--- config.mk ---
export PLATFORM = sky130hd
export DESIGN_NAME = video_dither_ordered
export DESIGN_NICKNAME = d
export VERILOG_FILES = /design/src/rtl/video_dither_pkg.sv /design/src/rtl/video_dither_channel.sv /design/src/rtl/video_dither_ordered.sv
export SDC_FILE = /design/constraint.sdc
export NUM_CORES = 1
export LEC_CHECK = 0
export BUFFER_PORTS_ARGS = -buffer_cell sky130_fd_sc_hd__buf_4
export CORE_UTILIZATION = 55
export CTS_CLUSTER_SIZE = 14
export DETAILED_ROUTE_END_ITERATION = 16
export HOLD_SLACK_MARGIN = 0.08
export MAX_ROUTING_LAYER = met4
export PLACE_DENSITY = 0.83
export RECOVER_POWER = 100
export SYNTH_ARGS = -nofsm -noshare
export SYNTH_HDL_FRONTEND = slang
export SYNTH_SLANG_ARGS = --single-unit
--- constraint.sdc ---
create_clock -name clk -period 5.1 [get_ports clk]
set_input_delay 0.255 -clock clk [delete_from_list [all_inputs] [get_ports clk]]
set_output_delay 0.255 -clock clk [all_outputs]
set_load 0.005 [all_outputs]
--- src/rtl/video_dither_pkg.sv ---
// Shared constants for the ordered/temporal/error-diffusion dither pipeline.
package video_dither_pkg;

    typedef enum logic [1:0] {
        MODE_TRUNC    = 2'b00,
        MODE_ORDERED  = 2'b01,
        MODE_TEMPORAL = 2'b10,
        MODE_ERRDIFF  = 2'b11
    } mode_e;

    localparam logic [3:0] BAYER [4][4] = '{
        '{4'd0,  4'd8,  4'd2,  4'd10},
        '{4'd12, 4'd4,  4'd14, 4'd6},
        '{4'd3,  4'd11, 4'd1,  4'd9},
        '{4'd15, 4'd7,  4'd13, 4'd5}
    };

    // Bayer entry scaled down to the D bits being discarded.
    function automatic logic [3:0] bayer_thr(input logic [1:0] y, input logic [1:0] x,
                                             input int unsigned d);
        return BAYER[y][x] >> (4 - d);
    endfunction

endpackage

--- src/rtl/video_dither_channel.sv ---
// One colour component: threshold/error add, then shift, saturate and blank.
// VIDEO_DITHER_ERRDIFF_EN adds the per-component error register for mode 11.
module video_dither_channel
    import video_dither_pkg::*;
#(
    parameter int unsigned INBITS  = 8,
    parameter int unsigned OUTBITS = 4
) (
    input  logic               clk,
    input  logic               reset_n,
    input  logic               ena,
    input  logic [1:0]         sel,
    input  logic [3:0]         thr,
    input  logic [INBITS-1:0]  pix_in,
    output logic [OUTBITS-1:0] pix_out
);
    localparam int unsigned D = INBITS - OUTBITS;

    logic [INBITS:0]    sum_d;
    logic [INBITS:0]    thr_ext;
    logic [OUTBITS:0]   hi_q;
    logic               ena_q;
    logic [OUTBITS-1:0] out_d;

    always_comb thr_ext = {{(INBITS - 3){1'b0}}, thr};

`ifdef VIDEO_DITHER_ERRDIFF_EN
    logic [D-1:0] err_q;
    logic [D-1:0] err_d;

    always_comb begin
        sum_d = {1'b0, pix_in};
        if (sel == MODE_ERRDIFF) begin
            sum_d = {1'b0, pix_in} + {{(INBITS + 1 - D){1'b0}}, err_q};
        end else if (sel != MODE_TRUNC) begin
            sum_d = {1'b0, pix_in} + thr_ext;
        end
        // Saturated pixels carry no residue; blanking restarts each line at zero.
        err_d = '0;
        if (ena && sel == MODE_ERRDIFF && !sum_d[INBITS]) begin
            err_d = sum_d[D-1:0];
        end
    end

    always_ff @(posedge clk or negedge reset_n) begin
        if (!reset_n) begin
            err_q <= '0;
        end else begin
            err_q <= err_d;
        end
    end
`else
    logic unused_residue;

    always_comb begin
        sum_d = {1'b0, pix_in};
        if (sel != MODE_TRUNC) begin
            sum_d = {1'b0, pix_in} + thr_ext;
        end
    end

    assign unused_residue = ^sum_d[D-1:0];
`endif

    always_comb begin
        out_d = hi_q[OUTBITS] ? '1 : hi_q[OUTBITS-1:0];
        if (!ena_q) begin
            out_d = '0;
        end
    end

    always_ff @(posedge clk or negedge reset_n) begin
        if (!reset_n) begin
            hi_q    <= '0;
            ena_q   <= 1'b0;
            pix_out <= '0;
        end else begin
            hi_q    <= sum_d[INBITS:D];
            ena_q   <= ena;
            pix_out <= out_d;
        end
    end

endmodule

--- src/rtl/video_dither_ordered.sv ---
// Multi-channel dither stage with 2-cycle pixel/sync latency.
// VIDEO_DITHER_ERRDIFF_EN enables error diffusion in mode 11 (else mode 11 = mode 10).
module video_dither_ordered
    import video_dither_pkg::*;
#(
    parameter int unsigned CHANNELS        = 3,
    parameter int unsigned INBITS          = 8,
    parameter int unsigned OUTBITS         = 4,
    parameter int unsigned SYNC_ACTIVE_LOW = 1
) (
    input  logic                         clk,
    input  logic                         reset_n,
    input  logic                         hsync,
    input  logic                         vsync,
    input  logic                         vid_ena,
    input  logic [1:0]                   mode,
    input  logic [CHANNELS*INBITS-1:0]   pix_in,
    output logic                         hsync_out,
    output logic                         vsync_out,
    output logic                         ena_out,
    output logic [CHANNELS*OUTBITS-1:0]  pix_out
);
    localparam int unsigned D         = INBITS - OUTBITS;
    localparam logic        SYNC_IDLE = (SYNC_ACTIVE_LOW != 0);

    logic       vs_act;
    logic       vs_act_q;
    logic       vs_lead;
    logic [1:0] x_q;
    logic [1:0] y_q;
    logic [1:0] frame_q;
    logic [1:0] mode_q;
    logic [1:0] mode_eff;
    logic [1:0] x_eff;
    logic [3:0] thr;
    logic [1:0] hs_q;
    logic [1:0] vs_q;
    logic [1:0] en_q;

    always_comb begin
        vs_act   = SYNC_IDLE ? ~vsync : vsync;
        vs_lead  = vs_act & ~vs_act_q;
        mode_eff = mode_q;
`ifndef VIDEO_DITHER_ERRDIFF_EN
        if (mode_q == MODE_ERRDIFF) begin
            mode_eff = MODE_TEMPORAL;
        end
`endif
        x_eff = (mode_eff == MODE_ORDERED) ? x_q : x_q + frame_q;
        thr   = bayer_thr(y_q, x_eff, D);
    end

    always_ff @(posedge clk or negedge reset_n) begin
        if (!reset_n) begin
            vs_act_q <= 1'b0;
            x_q      <= '0;
            y_q      <= '0;
            frame_q  <= '0;
            mode_q   <= MODE_TRUNC;
            hs_q     <= {2{SYNC_IDLE}};
            vs_q     <= {2{SYNC_IDLE}};
            en_q     <= '0;
        end else begin
            vs_act_q <= vs_act;
            x_q      <= vid_ena ? x_q + 2'd1 : 2'd0;
            // Mode changes only land on a frame boundary.
            if (vs_lead) begin
                y_q     <= '0;
                frame_q <= frame_q + 2'd1;
                mode_q  <= mode;
            end else if (en_q[0] && !vid_ena) begin
                y_q <= y_q + 2'd1;
            end
            hs_q <= {hs_q[0], hsync};
            vs_q <= {vs_q[0], vsync};
            en_q <= {en_q[0], vid_ena};
        end
    end

    assign hsync_out = hs_q[1];
    assign vsync_out = vs_q[1];
    assign ena_out   = en_q[1];

    for (genvar c = 0; c < CHANNELS; c++) begin : g_chan
        video_dither_channel #(
            .INBITS  (INBITS),
            .OUTBITS (OUTBITS)
        ) u_chan (
            .clk     (clk),
            .reset_n (reset_n),
            .ena     (vid_ena),
            .sel     (mode_eff),
            .thr     (thr),
            .pix_in  (pix_in[c*INBITS +: INBITS]),
            .pix_out (pix_out[c*OUTBITS +: OUTBITS])
        );
    end

endmodule

* Word-level counts from Yosys, hierarchy flattened
Cells that the tools add are included.
Cells by class: add/sub/neg operators 7, reductions and logical operators 4, magnitude comparators 2, bitwise operators 5, multiplexer cells 20, equality and inequality tests 2
Operators with widths (count):
- 16-bit binary-select mux with 2-bit select | 1
- 16-bit two-way mux | 2
- 4-bit two-way mux | 8
- 8-bit by 4-bit adder with 9-bit output | 3
- 9-bit two-way mux | 3
- 2-bit two-way mux | 5
- 4-bit binary-select mux with 2-bit select | 1
- 2-bit by 1-bit adder with 2-bit output, second input constant | 3
- 3-bit greater-or-equal comparator, second input constant | 2
- 2-bit inverter with 3-bit output | 2
- 2-bit nonzero test | 2
- 2-bit adder | 1
- 2-bit by 1-bit == test with 1-bit output, second input constant | 1
- 2-bit == test, second input constant | 1
- 1-bit inverter | 2
- 1-bit AND | 1
- 1-bit logical AND | 1
- 1-bit zero test | 1
Word-level totals: flip-flop bits (word level) 43, input port bits 31, logic and storage cells 55

* Longest topological paths before layout
depth in word-level cells 10, mapped depth 9, depth with buffers taken out 9

* Cells and area by module
From an unflattened synthesis, not the netlist that was laid out.
Unflattened totals: cell total of the unflattened synthesis 146, area, all modules 1881.8 um^2
By module, submodules not included:
- video_dither_channel | times used 3, cells each 34, area an instance 424.2 um^2, seq. area each 250.2 um^2
- video_dither_ordered | times used 1, cells each 44, area an instance 609.3 um^2, seq. area each 380.4 um^2

* Worst setup path before layout
No wires, ideal clock.
kind register to register, from register x_q[0], to register g_chan[2].u_chan.hi_q[3], library setup time 0.123 ns, path slack 3.102 ns, data required time 4.977 ns, cell stages (with the launch flop) 10, buffers on the path 0, arrival 1.876 ns, cell sequence dfrtp_1 > ha_1 > mux2i_1 > nor3_1 > a21oi_1 > ha_1 > nor3_1 > a221oi_2 > nand2_1 > xnor2_1
Between the ends: cells in the longest elaborated chain, start to end 8
Ends and longest elaborated chain:
- start, declared | line video_dither_ordered.sv:29 | logic [1:0] x_q;
- start signal, assigned | line video_dither_ordered.sv:65 | x_q <= vid_ena ? x_q + 2'd1 : 2'd0;
- 2-bit adder | line video_dither_ordered.sv:49 | x_eff = (mode_eff == MODE_ORDERED) ? x_q : x_q + frame_q;
- 2-bit two-way mux * | line video_dither_ordered.sv:49
- 2-bit inverter with 3-bit output (not written as such) * | line video_dither_pkg.sv:21 | return BAYER[y][x] >> (4 - d);
- 4-bit binary-select mux with 2-bit select * | line video_dither_pkg.sv:21
- 4-bit two-way mux (not written as such) * (2 in series) | line video_dither_pkg.sv:21
- 8-bit by 4-bit adder with 9-bit output * | line video_dither_channel.sv:58 | sum_d = {1'b0, pix_in} + thr_ext;
- 9-bit two-way mux * | line video_dither_channel.sv:57 | if (sel != MODE_TRUNC) begin
- named net g_chan[2].u_chan.sum_d[7] | line video_dither_channel.sv:19 | logic [INBITS:0] sum_d;
- end signal, assigned | line video_dither_channel.sv:78 | hi_q <= sum_d[INBITS:D];
- end, declared | line video_dither_channel.sv:21 | logic [OUTBITS:0] hi_q;
The timed path passes the listed nets; every way through them passes the cells marked *. The select of a mux whose other input is x is not followed. A chain may end at the register's enable or synchronous reset.

* Final worst setup path
from register mode_q[0], to register g_chan[2].u_chan.hi_q[3]
Between the ends: cells in the longest elaborated chain, start to end 10
Ends and longest elaborated chain:
- start, declared | line video_dither_ordered.sv:32 | logic [1:0] mode_q;
- start signal, assigned | line video_dither_ordered.sv:70 | mode_q <= mode;
- 2-bit == test | line video_dither_ordered.sv:45 | if (mode_q == MODE_ERRDIFF) begin
- 2-bit two-way mux * | line video_dither_ordered.sv:45
- 2-bit by 1-bit == test with 1-bit output | line video_dither_ordered.sv:49
- 2-bit two-way mux | line video_dither_ordered.sv:49
- 2-bit inverter with 3-bit output (not written as such) | line video_dither_pkg.sv:21
- 4-bit binary-select mux with 2-bit select | line video_dither_pkg.sv:21
- 4-bit two-way mux (not written as such) (2 in series) | line video_dither_pkg.sv:21
- 8-bit by 4-bit adder with 9-bit output | line video_dither_channel.sv:58
- 9-bit two-way mux * | line video_dither_channel.sv:57
- named net g_chan[2].u_chan.sum_d[7] | line video_dither_channel.sv:19
Marks and branches as above.

==> summary.md <==
| Metric | Value |
|---|---|
| Clock root cell | sky130_fd_sc_hd__clkbuf_4 |
| Data arrival time of the critical path | 2.64 ns |
| Cell count of the worst hold path | 2 |
| Pwr dens | 377 nW/µm² |
| Worst reg2reg path endpoint | g_chan[2].u_chan.hi_q[3] |
| Worst Hold End | g_chan[1].u_chan.hi_q[0] |
| Worst Reg-to-Reg Cells | 9 |
| Placement row count | 20 |
| Horiz. Die Dim | between 50 and 60 µm |
| Share of the synthesized area in the top cell type | 53.5% |
| Failing checks | capacitance limit, slew limit |
| Largest register FFs | 15 |
| H-tree lvl count | 2 |
| Most common flop cell mapped by yosys | sky130_fd_sc_hd__dfrtp_1 |
| Layout cells sized above 1 | 27.7% |
| Synth area leaders | sky130_fd_sc_hd__dfrtp_1 (53%), sky130_fd_sc_hd__ha_1 (8.4%), sky130_fd_sc_hd__xnor2_1 (7.4%) |
| Die height | 58.9 µm |
| Sequential area share after synthesis | 59.4% |
| Warnings, synthesis | 0 |
| IO Port Bufs | 45 |
| CP Max Fanout | 7 |
| Worst-margin pin slew | 2.07 ns |
| Maximum clock frequency | 417 MHz |
| Net count of the mapped netlist | 185 |
| Gp weighted congestion | around 0.8 |
| Hold path startpoint | pix_in[12] |
| Initial drt markers | 40 |
| Total inserted antenna cells | 0 |
| Via count of the first global-routing pass | 1314 |
| Number of optimization iterations in the first detailed-route pass | 5 |
| Leading registers by flop count | g_chan.u_chan.hi_q x15, g_chan.u_chan.pix_out x12 |
| Number of buffers added by the clock tree synthesis step | 5 |
| Top cell types by occurrence after synthesis | sky130_fd_sc_hd__dfrtp_1 (38), sky130_fd_sc_hd__xnor2_1 (15), sky130_fd_sc_hd__ha_1 (12), sky130_fd_sc_hd__o21a_1 (12), sky130_fd_sc_hd__nor2_1 (9) |
| Count of placed standard cells in the final layout, fillers left out | 250 |
| Pin count of the biggest net entering global routing | 43 |
| Area occupied by multi-input gates | 689 µm² |
| Total number of clock tree sinks | 42 |
| Post-synthesis instance area | 1780 µm² |
| Share of synthesized flip-flops with an asynchronous set or reset | 100% |
| Fin Clk Skew | 0.00862 ns |
| Most instantiated library cell after synthesis | sky130_fd_sc_hd__dfrtp_1 |
| Wire length of the first global-routing pass | 5590 µm |
| Startpoint types | register |
| Initial antenna violation count | 0 |
| Number of setup violations in the final report | 0 |
| Total half-perimeter wirelength after legalization and detailed placement | 2410 µm |
| Clock insertion delay at the later pin of the skew report | 0.35 ns |
| Number of instances in the synthesized netlist | 142 |
| Setup crit end kind | register |
| Die area | 3460 µm² |
| Count of flip-flops with a built-in enable after synthesis | 0 |
| Post-Place Cell Area | 2170 µm² |
| Total number of vias | 1276 |
| Register bit total from synthesis | 42 |
| Count of hold-fix buffers inserted at cts | 11 |
| Total setup buffers inserted after CTS | 0 |
| Run status | complete, but fails checks |
| Max Transition Viols Final | 43 |
| Worst Path Required | 5.34 ns |
| Routed Antenna Nets | 0 |
| Routed wire length | between 3000 and 4000 µm |
| Post-layout minimum cycle time | 2.40 ns |
| Remaining DRCs | 0 |
| Area of the core region | 3050 µm² |
| Filler instances | between 200 and 250 |
| Internal reg-to-reg setup slack | 2.70 ns |
| Overall routing resource usage | 23.6% |
| Type of the worst setup path | reg2reg |
| Library cell occupying the most area in the post-synthesis netlist | sky130_fd_sc_hd__dfrtp_1 |
| Combined flip-flop and latch cell area | 1060 µm² |
| Maximum number of buffers from clock root to sink | 2 |
| VDD IR max | approximately 0.25 mV |
| Leakage dissipation | about 1.1 nW |
| Ratio of routed vias to standard cells | 5.10 |
| Number of hold violations in the final report | 0 |
| Max-cap violations | 1 |
| Reg-to-Reg Start | mode_q[0] |
| Setup repair after global routing missed its margin | no |
| Register bank with the most flops | g_chan.u_chan.hi_q |
| Post-synthesis cell type count | 27 |
| Rel. slew slack | -38.0% |
| Worst hold-check path type | in2reg |
| Area of all placed cells without fillers | around 2300 µm² |
| Final Worst Setup Slack | 2.70 ns |
| Number of ports placed on the die boundary | 46 |
| TritonCTS clock tree | done |
| Initial Util | 58.2% |
| Routed wirelength normalized by instance count | 13.0 µm |
| Resized Gates After CTS | 0 |
| Share of the clock period used by the worst path | 47.1% |
| Area growth from synthesis to layout | 31.0% |
| Clock-pin slew on the worst setup and hold paths | 0.11 ns |
| Total Negative Setup Slacks | 0 ns |
| Worst setup slack before clock tree synthesis | 2.86 ns |
| Global route total overflow | 0 |
| Average footprint of a synthesized cell | 12.5 µm² |
| Cell count after placement | 230 |
| Final Net Count | 248 |
[layer usage]
layer  wire length [µm]  track usage (%)
met1               1250             25.2
met5                  0                -
met2               1720             38.6
met3                160             7.03
met4                116             13.9
[where the power goes]
part / internal (W) / switching (W) / leakage [nW]
Sequential: 0.000395 / 0.0000365 / 0.512
Clock: 0.0000669 / 0.0000985 / 0.0353
Combinational: 0.000143 / 0.000137 / 0.562
Total: 0.000605 / 0.000272 / 1.11
[layout make-up]
cell class,instances,share of cell area [%]
Clock buffer,7,2.36
Tap cell,44,2.36
Sequential cell,42,45.3
Timing Repair Buffer,57,19.2
Clock inverter,1,0.215
Inverter,6,0.967
Multi-Input combinational cell,93,29.6
[worst max path at each step]
stage | startpoint | endpoint | slack (ns) | cells past startpoint
after CTS | mode_q[0] | g_chan[2].u_chan.hi_q[3] | 2.83 | 9
after floorplan | x_q[0] | g_chan[2].u_chan.hi_q[3] | 3.10 | 9
after global placement | mode_q[0] | g_chan[2].u_chan.hi_q[3] | 2.88 | 9
final | mode_q[0] | g_chan[2].u_chan.hi_q[3] | 2.70 | 9
after detailed placement | mode_q[0] | g_chan[2].u_chan.hi_q[3] | 2.86 | 9
after global routing | reset_n | g_chan[0].u_chan.hi_q[4] | 2.37 | 2
[worst max-delay path, stage by stage, from the launching register on]
cell                       delay, ns
sky130_fd_sc_hd__dfrtp_1        0.48
sky130_fd_sc_hd__nor2b_1        0.24
sky130_fd_sc_hd__mux2i_1        0.25
sky130_fd_sc_hd__nor3_1         0.06
sky130_fd_sc_hd__a21oi_1        0.24
sky130_fd_sc_hd__ha_1           0.23
sky130_fd_sc_hd__nor3_1         0.07
sky130_fd_sc_hd__a221oi_1       0.47
sky130_fd_sc_hd__nand2_1        0.12
sky130_fd_sc_hd__xnor2_1        0.14
[cell usage in the layout (no fill, tap or decap), types with 6 or more instances in the layout]
cell                            Yosys  routed
sky130_fd_sc_hd__clkbuf_4           0      21
sky130_fd_sc_hd__nor2_1             9       9
sky130_fd_sc_hd__nand2_1            6       6
sky130_fd_sc_hd__o21a_1            12      12
sky130_fd_sc_hd__xnor2_1           15      15
sky130_fd_sc_hd__inv_1              6       6
sky130_fd_sc_hd__buf_4              0      26
sky130_fd_sc_hd__dfrtp_1           38      38
sky130_fd_sc_hd__nand3_1            6       6
sky130_fd_sc_hd__nor3_1             6       6
sky130_fd_sc_hd__dlygate4sd3_1      0      12
sky130_fd_sc_hd__ha_1              12      12
[cell families after synthesis]
group | share of synthesized area [%]
AOI/OAI and AO/OA | 9.15
adders and majority gates | 8.44
and+or+nand+nor | 10.3
DFF | 59.4
buffers and inverters | 1.48
muxes | 1.83
xor gates and xnor gates | 9.36
[per-stage QoR]
stage	hold slack, ns	utilization, %	total power [W]
floorplan	-0.0406	-	0.000618
global placement	0.246	71.0	0.000701
detailed placement	0.256	71.0	0.000718
CTS	0.0819	76.6	0.000892
global route	0.0813	76.3	0.000941
finish	0.0994	76.3	0.000878
Power figures use the tool's default switching activity.
